--- src/rtl/raytrace_avm_pkg.sv ---
// Shared types and helpers for the raytracer Avalon-MM arbitration path.
package raytrace_avm_pkg;

    localparam int AW_DEF = 32;
    localparam int DW_DEF = 16;

    typedef struct packed {
        logic                  read;
        logic                  write;
        logic [AW_DEF-1:0]     address;
        logic [DW_DEF-1:0]     writedata;
        logic [DW_DEF/8-1:0]   byteenable;
    } avm_cmd_t;

    // Width of a requester index; never zero, so two requesters still get one bit.
    function automatic int tagw(input int n);
        return (n <= 2) ? 1 : $clog2(n);
    endfunction

endpackage

--- src/rtl/avm_tag_fifo.sv ---
// Synchronous FIFO holding the issuer index of each in-flight read beat.
module avm_tag_fifo #(
    parameter int W     = 1,
    parameter int DEPTH = 8
) (
    input  logic                       clk,
    input  logic                       reset,
    input  logic                       push,
    input  logic [W-1:0]               din,
    input  logic                       pop,
    output logic [W-1:0]               dout,
    output logic                       full,
    output logic                       empty,
    output logic [$clog2(DEPTH):0]     count
);

    localparam int PW = $clog2(DEPTH);
    localparam int CW = PW + 1;

    logic [W-1:0]  mem [DEPTH];
    logic [PW-1:0] wp;
    logic [PW-1:0] rp;
    logic          push_ok;
    logic          pop_ok;

    assign full    = (count == CW'(DEPTH));
    assign empty   = (count == '0);
    assign push_ok = push & ~full;
    assign pop_ok  = pop & ~empty;
    assign dout    = mem[rp];

    always_ff @(posedge clk) begin
        if (reset) begin
            wp    <= '0;
            rp    <= '0;
            count <= '0;
        end else begin
            if (push_ok) begin
                mem[wp] <= din;
                wp      <= wp + 1'b1;
            end
            if (pop_ok) begin
                rp <= rp + 1'b1;
            end
            if (push_ok && !pop_ok) begin
                count <= count + CW'(1);
            end else if (pop_ok && !push_ok) begin
                count <= count - CW'(1);
            end
        end
    end

endmodule

--- src/rtl/avm_rr_arbiter.sv ---
// Round-robin arbiter sharing one Avalon-MM master among NREQ requesters,
// with a tag FIFO steering each read response back to its issuer.
module avm_rr_arbiter
    import raytrace_avm_pkg::*;
#(
    parameter int NREQ    = 2,
    parameter int AW      = AW_DEF,
    parameter int DW      = DW_DEF,
    parameter int MAXPEND = 8
) (
    input  logic                       clk,
    input  logic                       reset,
    input  logic [NREQ-1:0]            req_read,
    input  logic [NREQ-1:0]            req_write,
    input  logic [NREQ*AW-1:0]         req_address,
    input  logic [NREQ*DW-1:0]         req_writedata,
    input  logic [NREQ*DW/8-1:0]       req_byteenable,
    output logic [NREQ-1:0]            req_waitrequest,
    output logic [DW-1:0]              req_readdata,
    output logic [NREQ-1:0]            req_readdatavalid,
    output logic                       avm_m0_read,
    output logic                       avm_m0_write,
    output logic [AW-1:0]              avm_m0_address,
    output logic [DW-1:0]              avm_m0_writedata,
    output logic [DW/8-1:0]            avm_m0_byteenable,
    input  logic                       avm_m0_waitrequest,
    input  logic [DW-1:0]              avm_m0_readdata,
    input  logic                       avm_m0_readdatavalid,
    output logic [$clog2(MAXPEND):0]   pending,
    output logic                       err_orphan
);

    localparam int IW = tagw(NREQ);
    localparam int BW = DW / 8;

    logic [IW-1:0]   rr_q;
    logic [IW-1:0]   lock_idx_q;
    logic            lock_q;
    logic [IW-1:0]   win;
    logic            grant_valid;
    logic [NREQ-1:0] eligible;
    logic            accept;
    logic            pop;
    logic            full;
    logic            empty;
    logic [IW-1:0]   head;
    int              idx;

    // A read cannot win while the tag FIFO is full, so a write elsewhere is not starved.
    always_comb begin
        win         = '0;
        grant_valid = 1'b0;
        idx         = 0;
        eligible    = req_write | (req_read & ~{NREQ{full}});
        if (!reset) begin
            if (lock_q) begin
                win         = lock_idx_q;
                grant_valid = 1'b1;
            end else begin
                for (int k = 0; k < NREQ; k++) begin
                    idx = int'(rr_q) + k;
                    if (idx >= NREQ) idx = idx - NREQ;
                    if (!grant_valid && eligible[idx]) begin
                        win         = IW'(idx);
                        grant_valid = 1'b1;
                    end
                end
            end
        end
    end

    always_comb begin
        avm_m0_read       = grant_valid & req_read[win] & ~full;
        avm_m0_write      = grant_valid & req_write[win];
        avm_m0_address    = grant_valid ? req_address[int'(win)*AW +: AW]     : '0;
        avm_m0_writedata  = grant_valid ? req_writedata[int'(win)*DW +: DW]   : '0;
        avm_m0_byteenable = grant_valid ? req_byteenable[int'(win)*BW +: BW]  : '0;
        for (int i = 0; i < NREQ; i++) begin
            req_waitrequest[i]   = reset | ~(grant_valid && int'(win) == i)
                                 | avm_m0_waitrequest | (req_read[i] & full);
            req_readdatavalid[i] = pop && int'(head) == i;
        end
    end

    assign accept       = (avm_m0_read | avm_m0_write) & ~avm_m0_waitrequest;
    assign pop          = avm_m0_readdatavalid & ~empty & ~reset;
    assign req_readdata = avm_m0_readdata;

    always_ff @(posedge clk) begin
        if (reset) begin
            rr_q       <= '0;
            lock_q     <= 1'b0;
            lock_idx_q <= '0;
            err_orphan <= 1'b0;
        end else begin
            if (accept) begin
                lock_q <= 1'b0;
                rr_q   <= (int'(win) == NREQ - 1) ? '0 : win + 1'b1;
            end else if (avm_m0_read || avm_m0_write) begin
                lock_q     <= 1'b1;
                lock_idx_q <= win;
            end
            if (avm_m0_readdatavalid && empty) begin
                err_orphan <= 1'b1;
            end
        end
    end

    avm_tag_fifo #(
        .W     (IW),
        .DEPTH (MAXPEND)
    ) u_tag_fifo (
        .clk   (clk),
        .reset (reset),
        .push  (accept & avm_m0_read),
        .din   (win),
        .pop   (pop),
        .dout  (head),
        .full  (full),
        .empty (empty),
        .count (pending)
    );

    assert property (@(posedge clk) disable iff (reset) (req_read & req_write) == '0);

endmodule

--- config.mk ---
export PLATFORM = sky130hd
export DESIGN_NAME = avm_rr_arbiter
export DESIGN_NICKNAME = d
export VERILOG_FILES = /design/src/rtl/raytrace_avm_pkg.sv /design/src/rtl/avm_tag_fifo.sv /design/src/rtl/avm_rr_arbiter.sv
export SDC_FILE = /design/constraint.sdc
export NUM_CORES = 1
export LEC_CHECK = 0
export CAP_MARGIN = 30
export CORE_UTILIZATION = 31
export CTS_BUF_LIST = sky130_fd_sc_hd__clkbuf_8
export CTS_CLUSTER_DIAMETER = 40
export CTS_CLUSTER_SIZE = 12
export DETAILED_ROUTE_END_ITERATION = 12
export GPL_TIMING_DRIVEN = 0
export PLACE_DENSITY = 0.84
export SLEW_MARGIN = 15
export SYNTH_ARGS = -nofsm -noshare
export SYNTH_HDL_FRONTEND = slang
export SYNTH_SLANG_ARGS = --single-unit
--- constraint.sdc ---
create_clock -name clk -period 4 [get_ports clk]
set_input_delay 0.8 -clock clk [delete_from_list [all_inputs] [get_ports clk]]
set_output_delay 0.8 -clock clk [all_outputs]
set_load 0.02 [all_outputs]
; Yosys cells after proc, flatten, opt, wreduce, memory -nomap -nowiden
; Memory sizes are Yosys's and may differ from the RTL's. A register that Yosys moved wholly into a read port is not among the register bits.
; Index checks and enable logic that the tools add are counted.
[classes]
n_addsub = 8
n_bitwise = 30
n_eq_ne = 1
n_mux = 37
n_shift = 3
n_lt_le_gt_ge = 5
n_reduce_logical = 16
[ops]
columns = operator, count
row1 = two-way mux 32 bit, 7
row2 = "less-than comparator 32 x 3 -> 1 bit, second input constant", 2
row3 = variable part select 64 x 7 -> 32 bit, 1
row4 = variable part select 32 x 6 -> 16 bit, 1
row5 = two-way mux 1 bit, 24
row6 = two-way mux 16 bit, 1
row7 = bitwise AND 1 bit, 11
row8 = NOT 1 bit, 9
row9 = logical AND 1 bit, 8
row10 = two-way mux 4 bit, 2
row11 = bitwise OR 1 bit, 7
row12 = "adder 3 x 1 -> 3 bit, second input constant", 2
row13 = two-way mux 3 bit, 2
row14 = "adder 4 x 1 -> 4 bit, second input constant", 1
row15 = "equality test 4 bit, second input constant", 1
row16 = zero test 4 bit, 1
row17 = variable part select 4 x 3 -> 2 bit, 1
row18 = "subtractor 4 x 1 -> 4 bit, second input constant", 1
row19 = zero test 1 bit, 3
row20 = "subtractor 1 x 2 -> 3 bit, second input constant", 1
row21 = "subtractor 2 x 2 -> 3 bit, second input constant", 1
row22 = "adder 1 x 1 -> 2 bit, second input constant", 1
row23 = bitwise AND 2 bit, 1
row24 = ">= comparator 1 x 2 -> 1 bit, second input constant", 1
row25 = other kinds (10), 10
[totals]
ram_bits = 8
regBits = 14
wordCells = 108
in_bits = 124
mem_count = 1
[memory_table]
columns = memory, depth, word_bits, read_ports, rd_clocked_by_memory_dff, write_ports, line
row1 = u_tag_fifo.mem, 8, 1, 1, 1, 1, avm_tag_fifo.sv:20  ; logic [W-1:0] mem [DEPTH];

; Logic depth before layout (Yosys ltp)
[depth]
word_depth = 27
ltp_mapped = 15
mapped_depth_nobuf = 13

; Modules after synthesis
; From an unflattened synthesis, not the netlist that was laid out.
[unflattened]
cells_unflattened = 218
area_unflattened_um2 = 2047.0
[by_module_without_submodules]
columns = mod, area_per_inst_um2, n_inst, cells_per_inst, seq_area_each_um2
row1 = avm_rr_arbiter, 1057.3, 1, 132, 80.1
row2 = avm_tag_fifo, 989.7, 1, 86, 500.5

; Least setup slack after synthesis
; Ideal clock, no wire load.
[synth_path]
kind = register -> register
startpoint = register u_tag_fifo.count[0]
endpoint = register u_tag_fifo.count[3]
synth_period_minus_slack_ns = 3.181
path_slack_ns = 0.819
setup_ns = 0.070
path_buffers = 2
t_required_ns = 3.930
arrival_time_ns = 3.111
path_stages_with_launch = 16
path_cell_list = dfxtp_1 or4b_1 buf_2 and3_4 nor3_2 o21ai_1 buf_4 inv_1 ha_1 inv_1 ha_1 a21o_1 a21oi_1 xnor2_1 or3_1 a21oi_1
[synth_between]
elab_chain_len = 26
word_cells_on_any_way = 48
classes_between = add/sub: 2 / eq/ne: 1 / mux: 22 / bitwise: 15 / reduce/logical: 8
[synth_rtl]
columns = item, line
row1 = start: declaration, avm_tag_fifo.sv:14  ; output logic [$clog2(DEPTH):0] count
row2 = start signal: assignment, avm_tag_fifo.sv:46  ; count <= count + CW'(1);
row3 = start signal: assignment, avm_tag_fifo.sv:48  ; count <= count - CW'(1);
row4 = equality test 4 bit *, avm_tag_fifo.sv:26  ; assign full = (count == CW'(DEPTH));
row5 = NOT 2 bit, avm_rr_arbiter.sv:54  ; eligible = req_write | (req_read & ~{NREQ{full}});
row6 = bitwise AND 2 bit, avm_rr_arbiter.sv:54
row7 = bitwise OR 2 bit, avm_rr_arbiter.sv:54
row8 = two-way mux 1 bit (implied by the code) (3 in a row), avm_rr_arbiter.sv:63  ; if (!grant_valid && eligible[idx]) begin
row9 = two-way mux 1 bit, avm_rr_arbiter.sv:63
row10 = two-way mux 1 bit, avm_rr_arbiter.sv:56  ; if (lock_q) begin
row11 = two-way mux 1 bit, avm_rr_arbiter.sv:55  ; if (!reset) begin
row12 = [... 9 more ...], -
row13 = bitwise OR 1 bit, avm_rr_arbiter.sv:85  ; assign accept = (avm_m0_read | avm_m0_write) & ~avm_m0_waitrequest;
row14 = bitwise AND 1 bit, avm_rr_arbiter.sv:85
row15 = bitwise AND 1 bit, avm_rr_arbiter.sv:115  ; .push (accept & avm_m0_read),
row16 = bitwise AND 1 bit *, avm_tag_fifo.sv:28  ; assign push_ok = push & ~full;
row17 = named net u_tag_fifo.push_ok, avm_tag_fifo.sv:23  ; logic push_ok;
row18 = zero test 1 bit, avm_tag_fifo.sv:47  ; end else if (pop_ok && !push_ok) begin
row19 = logical AND 1 bit, avm_tag_fifo.sv:47
row20 = nonzero test 2 bit (no line), -
; The timed path passes the listed nets; every way through them passes the cells marked *. The select of a mux whose other input is x is not followed.
; A chain may end at the register's enable or synchronous reset.

; Worst setup path in the final report
[layout_path]
startpoint = input port req_write[0]
endpoint = output port avm_m0_address[29]
[layout_between]
elab_chain_len = 14
word_cells_on_any_way = 21
classes_between = shift: 1 / mux: 17 / bitwise: 1 / reduce/logical: 2
[layout_rtl]
columns = item, line
row1 = start: declaration, avm_rr_arbiter.sv:14  ; input logic [NREQ-1:0] req_write,
row2 = bitwise OR 2 bit *, avm_rr_arbiter.sv:54
row3 = two-way mux 1 bit (implied by the code) (3 in a row), avm_rr_arbiter.sv:63
row4 = two-way mux 1 bit, avm_rr_arbiter.sv:63
row5 = two-way mux 1 bit, avm_rr_arbiter.sv:56
row6 = two-way mux 1 bit, avm_rr_arbiter.sv:55
row7 = zero test 1 bit, avm_rr_arbiter.sv:63
row8 = logical AND 1 bit, avm_rr_arbiter.sv:63
row9 = two-way mux 1 bit, avm_rr_arbiter.sv:63
row10 = two-way mux 1 bit, avm_rr_arbiter.sv:56
row11 = two-way mux 1 bit, avm_rr_arbiter.sv:55
row12 = variable part select 64 x 7 -> 32 bit, avm_rr_arbiter.sv:75  ; avm_m0_address = grant_valid ? req_address[int'(win)*AW +: AW] : '0;
row13 = two-way mux 32 bit *, avm_rr_arbiter.sv:75
row14 = end: declaration, avm_rr_arbiter.sv:23  ; output logic [AW-1:0] avm_m0_address,
; Mark *: on every way between the ends. The rest lies on a longest branch, timed or not. The select of a mux whose other input is x is not followed.

==> Implementation_results.wiki <==
{| class="wikitable"
! Metric !! Value
|-
| Instance count of the mapped netlist || 206
|-
| Routability cong. || 0.967
|-
| Starting density of the core || 32.1%
|-
| Hold-critical path depth || 2
|-
| Type of element capturing the critical path || output pin
|-
| Post-Place Setup Slack || -0.223 ns
|-
| Netlist area before placement || 2020 um^2
|-
| Number of enable-type register cells in the synthesized netlist || 8
|-
| Detailed-route wire length || 7.66 mm
|-
| Number of register bits inferred by synthesis || 25
|-
| Die Span X || 82.8 um
|-
| Overall via count from detail_route || 2,411
|-
| Register area share after synthesis || 28.7%
|-
| Final Core Density || 65.5%
|-
| Top-area cell type share of the netlist area || 22.1%
|-
| Area of the die || 6860 um^2
|-
| Clk root buf || sky130_fd_sc_hd__clkbuf_8
|-
| Leakage Power || 2.15 nW
|-
| Post-CTS clock slew at the launch and capture registers of the worst setup and hold paths || 0.09 ns
|-
| Count of H-tree levels built during CTS || 1
|-
| Count of routing violations after the opening detailed-route iteration || 106
|-
| Core Area || 6310 um^2
|-
| Initial antenna violation count || 1
|-
| Maximum VDD drop || 0.265 mV
|-
| Final worst-path cycle share || 98.6%
|-
| Avg Synthesized Cell Area || 9.83 um^2
|-
| Top post-synthesis cells by area || sky130_fd_sc_hd__a22o_1 22%, sky130_fd_sc_hd__dfxtp_1 17%, sky130_fd_sc_hd__edfxtp_1 12%, sky130_fd_sc_hd__buf_4 6.3%, sky130_fd_sc_hd__buf_12 4.9%
|-
| Yosys warns || 0
|-
| Insertion delay of the later-clocked pin in the worst-skew pair || 0.27 ns
|-
| Final std cell area, no fill || 4140 um^2
|-
| Port Buffer Count || 184
|-
| Number of slew-limit violations in the final report || 0
|-
| Dominant combinational cell family by area after synthesis || compound AO/OA/AOI/OAI gates
|-
| R2r setup slk || 0.64 ns
|-
| Share of synthesized area spent on multiplexers || 5.81%
|-
| Hold-fix buffers, CTS || 0
|-
| Total of max-cap violations || 0
|-
| Dominant cell by count in the synthesized netlist || sky130_fd_sc_hd__a22o_1
|-
| Maximum fanout encountered on the critical timing path || 10
|-
| Drt via density || 5.09
|-
| Setup repair after global routing missed its margin || true
|-
| Worst slew pin tran || 0.489 ns
|-
| Relative max-transition margin || 67.4%
|-
| Post-Route Skew || 0.00360 ns
|-
| Number of standard-cell rows in the floorplan || 29
|-
| Final worst-path setup slack || 0.0572 ns
|-
| Dominant synthesized flop cell || sky130_fd_sc_hd__dfxtp_1
|-
| Fin nets || 527
|-
| Number of standard cells in the final layout excluding fillers || 474
|-
| Total CTS buffers || 3
|-
| Final setup violation count || 0
|-
| Number of distinct library cells after synthesis || 45
|-
| Maximum number of pins on one net before global-route repair || 18
|-
| Most frequent cells after synthesis || 51 x sky130_fd_sc_hd__a22o_1, 17 x sky130_fd_sc_hd__buf_4, 17 x sky130_fd_sc_hd__dfxtp_1, 14 x sky130_fd_sc_hd__nor2_1, 10 x sky130_fd_sc_hd__a21oi_1
|-
| TritonCTS clock tree || built
|-
| Fillers || 529
|-
| Share of synthesized registers carrying an async set or reset || 0%
|-
| Hold Crit Endpoint || err_orphan
|-
| Top-level port count || 201
|-
| Type of the tightest min-delay check || reg -> reg
|-
| Placement Cell Area || 3960 um^2
|-
| Final global-route overflow total || 0
|-
| Startpoint of the lowest-slack register-to-register path || u_tag_fifo.count[0]
|-
| Cell accounting for the most synthesized area || sky130_fd_sc_hd__a22o_1
|-
| Setup Crit Path Kind || in -> out
|-
| Hold wc startpoint || err_orphan
|-
| Number of global-route vias before repair || 2,588
|-
| Residual DRC || 0
|-
| Clk sink count || 25
|-
| First-pass detailed-route iteration total || 4
|-
| Minimum period implied by the final worst setup slack || 3.94 ns
|-
| Reg2Reg Capture Point || u_tag_fifo.count[3]
|-
| Length in cells of the worst reg-to-reg path || 15
|-
| Placed wire-length estimate || 6.51 mm
|-
| Synth Area in Simple Gates || 13.8%
|-
| Power density relative to cell area || 359 nW/um^2
|-
| Post-route antenna net violation count || 0
|-
| Crit path DAT || 3.14 ns
|-
| Vertical die dimension || 82.8 um
|-
| # placed instances || 467
|-
| Share of post-route cells with drive strength above 1 || 12.1%
|-
| Wire per inst || 16.2 um
|-
| Area overhead of the layout relative to synthesis || 104%
|-
| Global-route wire length before repair || 12.4 mm
|-
| Xor and xnor fraction of the mapped netlist area || 1.73%
|-
| Startpoint kind of the worst setup timing path || input port
|-
| Summed negative setup slack over all endpoints || 0 ns
|-
| Count of final hold-check violations || 0
|-
| Maximum root-to-sink buffer count || 2
|-
| Synthesized netlist net count || 336
|-
| Run status || finished, final reports clean
|-
| Adder and majority gate portion of the synthesized area || 4.08%
|-
| All-layer global routing usage || 22.2%
|-
| CP Data Required Time || 3.20 ns
|-
| Post-synthesis compound-gate area fraction || 31.1%
|-
| Timing-limited maximum frequency || 254 MHz
|}
final cells by class:
type                       count  area, um^2  area share, %
clock buffer                   3        41.3          0.998
clock inverter                 1        7.51          0.182
tap                           77        96.3           2.33
antenna                        1        2.50         0.0605
inverter                       6        22.5          0.545
timing repair buffer         186        1940           46.9
multi-input combinational    144        1150           27.9
sequential                    25         581           14.0
buffer                        31         293           7.08
per-stage QoR:
stage          total power, mW  hold WS, ns
2_1_floorplan            0.916        0.450
3_3_place_gp              1.33        0.454
3_5_place_dp              1.35        0.472
4_1_cts                   1.50        0.496
5_1_grt                   1.58        0.528
6_report                  1.48        0.492
cell families after synthesis:
family / Yosys count
XOR/XNOR: 4
buffers and inverters: 37
multiplexers: 9
AO/OA/AOI/OAI: 78
adder cells (fa/ha/maj): 6
AND/OR/NAND/NOR: 47
flip-flops: 25
worst max path at each step:
stage | from | end | slack (ns) | depth (start not counted)
after CTS | req_write[0] | avm_m0_writedata[9] | -0.07 | 7
after detailed placement | req_write[0] | avm_m0_writedata[9] | -0.22 | 7
after global routing | req_write[0] | avm_m0_address[29] | -0.02 | 7
final | req_write[0] | avm_m0_address[29] | 0.06 | 7
after floorplan | u_tag_fifo.count[0] | u_tag_fifo.count[3] | 0.82 | 15
after global placement | req_write[0] | avm_m0_writedata[9] | -0.20 | 7
where the power goes:
| part | total, mW | internal (mW) | switching (mW) |
|---|---|---|---|
| Sequential | 0.364 | 0.306 | 0.0580 |
| Combinational | 0.965 | 0.517 | 0.448 |
| Clock | 0.155 | 0.0707 | 0.0846 |
| Total | 1.48 | 0.893 | 0.591 |
critical path: stages:
cell	delay (ns)
sky130_fd_sc_hd__clkdlybuf4s50_1	0.47
sky130_fd_sc_hd__a211o_1	0.32
sky130_fd_sc_hd__a31oi_1	0.23
sky130_fd_sc_hd__a21boi_4	0.33
sky130_fd_sc_hd__buf_4	0.24
sky130_fd_sc_hd__a22o_1	0.15
sky130_fd_sc_hd__clkdlybuf4s50_1	0.60
routing by layer:
metal	track usage, %	up-vias	part of all wire [%]	routed length, um
met4	11.1	0	6.0	460
met2	41.4	127	52	3980
met3	5.27	33	7.3	557
met5	0	-	0	0
li1	-	1154	-	-
met1	22.8	1097	35	2660
cell usage in the layout, fill, tap and decap left out, drive strengths merged, types with 5 or more instances in the layout:
| cell type | n |
|---|---|
| a21oi | 11 |
| inv | 6 |
| buf | 31 |
| dlygate4sd2 | 6 |
| mux2i | 5 |
| dlymetal6s2s | 36 |
| o21ai | 5 |
| edfxtp | 8 |
| clkdlybuf4s50 | 142 |
| nand2 | 5 |
| nor2 | 14 |
| dfxtp | 17 |
| nor2b | 5 |
| clkbuf | 5 |
| ha | 5 |
| a22o | 51 |
| nor3 | 6 |
repair_timing:
action / in CTS / in global routing
resized for setup: 10 / 41
buffers inserted: 0 / 2
setup endpoints to repair: 49 / 42
pin swaps: 0 / 0
cloned: 0 / 0
(Power assumes the default switching activity.)
==> RTL change 1, RTL diff (config.mk and constraints unchanged) <==
One comparison of `count` changes from == to >=.
--- a/src/rtl/avm_tag_fifo.sv
+++ b/src/rtl/avm_tag_fifo.sv
@@ -23,7 +23,7 @@
     logic          push_ok;
     logic          pop_ok;
 
-    assign full    = (count == CW'(DEPTH));
+    assign full    = (count >= CW'(DEPTH));
     assign empty   = (count == '0);
     assign push_ok = push & ~full;
     assign pop_ok  = pop & ~empty;
Check against the original RTL: no difference found for any inputs over 4 cycles, from zero or initial values and one cycle with reset high; that may be too few to reach the edited logic, so the function may still have changed.
==> RTL change 1 against the unedited design <==
Sequential cell count did not move; total power is 8.1% higher; routed wire length grew 2.8%; setup slack better by 45 ps; via count is 3.1% lower; area after synthesis down 4.3%; maximum frequency rose by 1.2%; final area decreased by 3.9%; largest power group unchanged; highest routed layer unchanged.
==> RTL change 1: results (changes against the unedited design) <==
- Run status: completed (unchanged)
- Adder-cell area share of the yosys netlist: 4.261% (was 4.079%)
- N_diodes: 0 (was 1)
- R2R setup slack: 990 ps (was 640 ps)
- HPWL after DPL: 6.724 mm (was 6.509 mm)
- Nets: 524 (was 527)
- Cells after Synth: 203 (was 206)
- Worst setup path end: avm_m0_address[16] (was avm_m0_address[29])
- DR WL met2: 4.126 mm (was 3.978 mm)
- Critical Path AT: 3100 ps (was 3140 ps)
- Inst Count DP: 462 (was 467)
- CTS clock-pin slew for the worst setup and hold paths: 80 ps
- Hold_ws: 477.9 ps (was 492.0 ps)
- Critical path's largest stage delay: 620 ps (was 600 ps)
- CP startpoint: req_read[0] (was req_write[0])
- GPL Wtd Cong: 0.8702 (was 0.9669)
- LEAKAGE: 1.777 nW (was 2.151 nW)
- Post-synthesis compound-gate area fraction: 31.76% (was 31.09%)
- Metal3 WL: 693 µm (was 557 µm)
- DRT Wirelength: 7.874 mm (was 7.658 mm)
- # fillers: 515 (was 529)
- Gr usage total: 23.75% (was 22.16%)
- DR pass1 iterations: 4 (unchanged)
- Initial DRC count: 74 (was 106)
- Post-Synth XOR/XNOR Area: 1.808% (was 1.731%)
- Synth Net Count: 333 (was 336)
- Ranking of synthesized cells by area: a22o_1 23%, dfxtp_1 18%, edfxtp_1 12% (was a22o_1 22%, dfxtp_1 17%, edfxtp_1 12%)
- Clock Skew: 4.984 ps (was 3.601 ps)
- Sequential area share after synthesis: 29.95% (was 28.68%)
- Cell Area, Placed: 3874 µm² (was 3963 µm²)
- Initial antenna violation count: 0 (was 1)
- Vias per cell: 4.994 (was 5.086)
- Min cycle time layout: 3898 ps (was 3943 ps)
- Place WS: 17.74 ps (was -222.5 ps)
- Layout cells sized above 1: 10.43% (was 12.12%)
- Yosys cell types: 36 (was 45)
- First-pass GRT wire length: 11.83 mm (was 12.43 mm)
- Synth cell count leaders: 50 x a22o_1, 17 x buf_4, 17 x dfxtp_1, 13 x nor2_1, 11 x a21oi_1 (was 51 x a22o_1, 17 x buf_4, 17 x dfxtp_1, 14 x nor2_1, 10 x a21oi_1)
- Post-synthesis mux area share: 6.520% (was 5.810%)
- Worst VDD drop: 0.2400 mV (was 0.2649 mV)
- RR Startpoint: u_tag_fifo.count[3] (was u_tag_fifo.count[0])
- Number of global-route vias before repair: 2374 (was 2588)
[RTL change 1: cell types whose count changed after synthesis, sizes merged, moves of 3 or more]
cell / change
nor4: +3
nand2b: +3
o21bai: +3
nor3: -5
[RTL change 1: report_power, final]
part | internal, mW | switching (mW) | total [mW] | leakage (nW)
sequential | 0.313 | 0.0649 | 0.378 | 0.213
combinational | 0.569 | 0.511 | 1.08 | 1.54
clock | 0.0687 | 0.0781 | 0.147 | 0.0269
total | 0.950 | 0.654 | 1.60 | 1.78
[RTL change 1: kinds of logic after synthesis]
family,after synthesis
AO/OA/AOI/OAI,76
XOR/XNOR,4
adder cells (fa/ha/maj),6
buffers and inverters,38
flip-flops,25
multiplexers,10
AND/OR/NAND/NOR,44
[RTL change 1: cell type report]
| type | instances | area (µm²) | share of cell area (%) |
|---|---|---|---|
| tap | 75 | 93.84 | 2.361 |
| multi-input combinational | 140 | 1101 | 27.71 |
| buffer | 30 | 229.0 | 5.762 |
| clock inverter | 1 | 3.754 | 0.09446 |
| timing repair buffer | 186 | 1894 | 47.67 |
| sequential | 25 | 580.6 | 14.61 |
| inverter | 8 | 30.03 | 0.7557 |
| clock buffer | 3 | 41.29 | 1.039 |
[RTL change 1: worst min-delay path: stages, from the launching register on]
cell,delay [ps]
dfxtp_1,330
a21oi_1,40
nor2_1,70
[RTL change 1: timing repair]
item,4_1_cts,5_1_grt
buffers inserted,2,0
resized for setup,0,17
pin swaps,1,0
endpoints found under the hold margin,0,0
hold buffers,0,0
setup endpoints to repair,1,20
gates cloned,0,0
[RTL change 1: metal layers]
layer  vias to the layer above  track usage, %
met3                        12           8.315
met5                         -               0
met2                        96           42.02
met4                         0           3.571
li1                       1134               -
met1                      1095           27.96
==> RTL change 2, RTL diff (same flow settings) <==
Without the edit above. Set the package constant `AW_DEF` to 16 (it was 32).
--- a/src/rtl/raytrace_avm_pkg.sv
+++ b/src/rtl/raytrace_avm_pkg.sv
@@ -1,7 +1,7 @@
 // Shared types and helpers for the raytracer Avalon-MM arbitration path.
 package raytrace_avm_pkg;
 
-    localparam int AW_DEF = 32;
+    localparam int AW_DEF = 16;
     localparam int DW_DEF = 16;
 
     typedef struct packed {
Interface: changed (resized avm_m0_address and req_address); port bits go from 201 to 153. The function was not compared with the original's and may differ.
==> RTL change 2 against the unedited design <==
Final area shrank 16%; global-route usage shrank 4.6 points; first-iteration DRC count shrank 40%; via count shrank 18%; count of clock-buffer cells in the layout is the same; routed wire length shrank 25%; area after synthesis shrank 7.9%; sequential cell count is the same; setup slack gained 41 ps; total power shrank 12%; sequential share of layout area grew 2.8 points; synthesized cell count shrank 9.7%; critical path type unchanged; critical endpoint is now avm_m0_address[2]; largest cell class unchanged.
==> RTL change 2: results (changes against the unedited design) <==
- Yosys cell types: 48 (was 45)
- HPWL after DPL: 4.779 mm (was 6.509 mm)
- Routed len/inst: 14.41 µm (was 16.16 µm)
- Initial antenna violation count: 0 (was 1)
- First-pass GRT wire length: 8.783 mm (was 12.43 mm)
- Nets: 426 (was 527)
- R2R setup slack: 630 ps
- Met2 usage: 32.91% (was 41.43%)
- Critical Path AT: 3100 ps (was 3140 ps)
- CTS H-tree lvls: 1 (unchanged)
- Synth Net Count: 284 (was 336)
- LEAKAGE: 1.791 nW (was 2.151 nW)
- Sequential area share after synthesis: 31.14% (was 28.68%)
- Initial DRC count: 64 (was 106)
- Run status: completed (unchanged)
- Vias per cell: 4.945 (was 5.086)
- Worst slew margin: 69.71% (was 67.40%)
- IO buf count: 136 (was 184)
- Cell Area, Placed: 3316 µm² (was 3963 µm²)
- Worst VDD drop: 0.3507 mV (was 0.2649 mV)
- Number of synthesized flops with an enable pin: 8 (unchanged)
- M1 GR Usage: 18.58% (was 22.84%)
- Met3 Resource Use GR: 6.171% (was 5.268%)
- N_diodes: 0 (was 1)
- Clock Skew: 1.308 ps (was 3.601 ps)
- Number of global-route vias before repair: 1973 (was 2588)
- # fillers: 461 (was 529)
- Max Fanout on Critical Path: 6 (was 10)
- Gr usage total: 17.55% (was 22.16%)
- Ranking of synthesized cells by area: dfxtp_1 18%, a22o_1 16%, edfxtp_1 13% (was a22o_1 22%, dfxtp_1 17%, edfxtp_1 12%)
- Net Sw Frac: 38.42% (was 39.80%)
- Synth cell count leaders: 35 x a22o_1, 17 x dfxtp_1, 16 x buf_4, 14 x nor2_1, 9 x a21oi_1 (was 51 x a22o_1, 17 x buf_4, 17 x dfxtp_1, 14 x nor2_1, 10 x a21oi_1)
- GPL Wtd Cong: 0.8296 (was 0.9669)
- Layout cells sized above 1: 14.37% (was 12.12%)
## RTL change 2: cell types whose count changed after synthesis, moves of 2 or more
cell and delta:
buf_12 -2, buf_2 -2, buf_6 +2, a22o_1 -16
## RTL change 2: kinds of logic (layout without fill, tap and decap cells)
family | count (synthesis) | after routing | synth area share [%]
flops | 25 | 25 | 31.14
compound gates | 62 | 62 | 27.11
simple gates | 47 | 47 | 15.17
fa+ha+maj | 6 | 6 | 4.430
buf+inv | 33 | 174 | 13.96
xor+xnor | 4 | 4 | 1.880
mux | 9 | 9 | 6.309
## RTL change 2: tightest hold or removal path, cell delays in order (launching register included)
cell and delay (ps):
dfxtp_1 340, a21oi_1 40, nor2_1 70
## RTL change 2: area by class of cell
type	instances	area [µm²]	share of cell area, %
flip-flops and latches	25	580.6	16.79
multi-input cells	128	1023	29.61
clock buffers	3	41.29	1.194
clock inverters	1	3.754	0.1086
inverters	6	22.52	0.6515
repair buffers	137	1446	41.84
plain buffers	27	249.0	7.202
well taps	72	90.09	2.606
## RTL change 2: worst paths after layout
check                                          from                   to
worst max-delay path                   req_write[0]    avm_m0_address[2]
worst min-delay path                     err_orphan           err_orphan
worst max register to register  u_tag_fifo.count[0]  u_tag_fifo.count[3]
worst min register to register           err_orphan           err_orphan
## RTL change 2: what timing repair did
| action | in CTS | in global routing |
|---|---|---|
| buffers inserted | 1 | 0 |
| pin swaps | 0 | 0 |
| hold buffers | 0 | 0 |
| gates resized for setup | 1 | 36 |
| setup endpoints to repair | 28 | 28 |
## RTL change 2: power groups by stage
stage                     Clock, mW  Combinational, mW  Sequential [mW]
after detailed placement          0              0.806            0.372
after CTS                     0.145              0.815            0.366
final                         0.143              0.799            0.366
after floorplan                   0              0.461            0.386
after global routing          0.157              0.866            0.374
after global placement            0              0.796            0.367
## RTL change 2: per-stage QoR
stage / cells / utilization, % / setup WS (ps) / hold WS [ps]
6_report: 399 / 61.28 / 97.84 / 481.5
3_5_place_dp: 394 / 58.77 / -155.9 / 465.9
5_1_grt: 399 / 61.28 / 7.344 / 551.4
2_1_floorplan: 186 / - / 803.8 / 450.4
3_3_place_gp: 394 / 58.77 / -106.9 / 445.3
4_1_cts: 399 / 59.75 / 8.515 / 486.3
## RTL change 2: per-layer routing
metal  wire [µm]  vias to the layer above
met5           0                        -
met4          66                        0
met3         502                        8
met2        3129                       89
met1        2053                      903
li1            -                      973
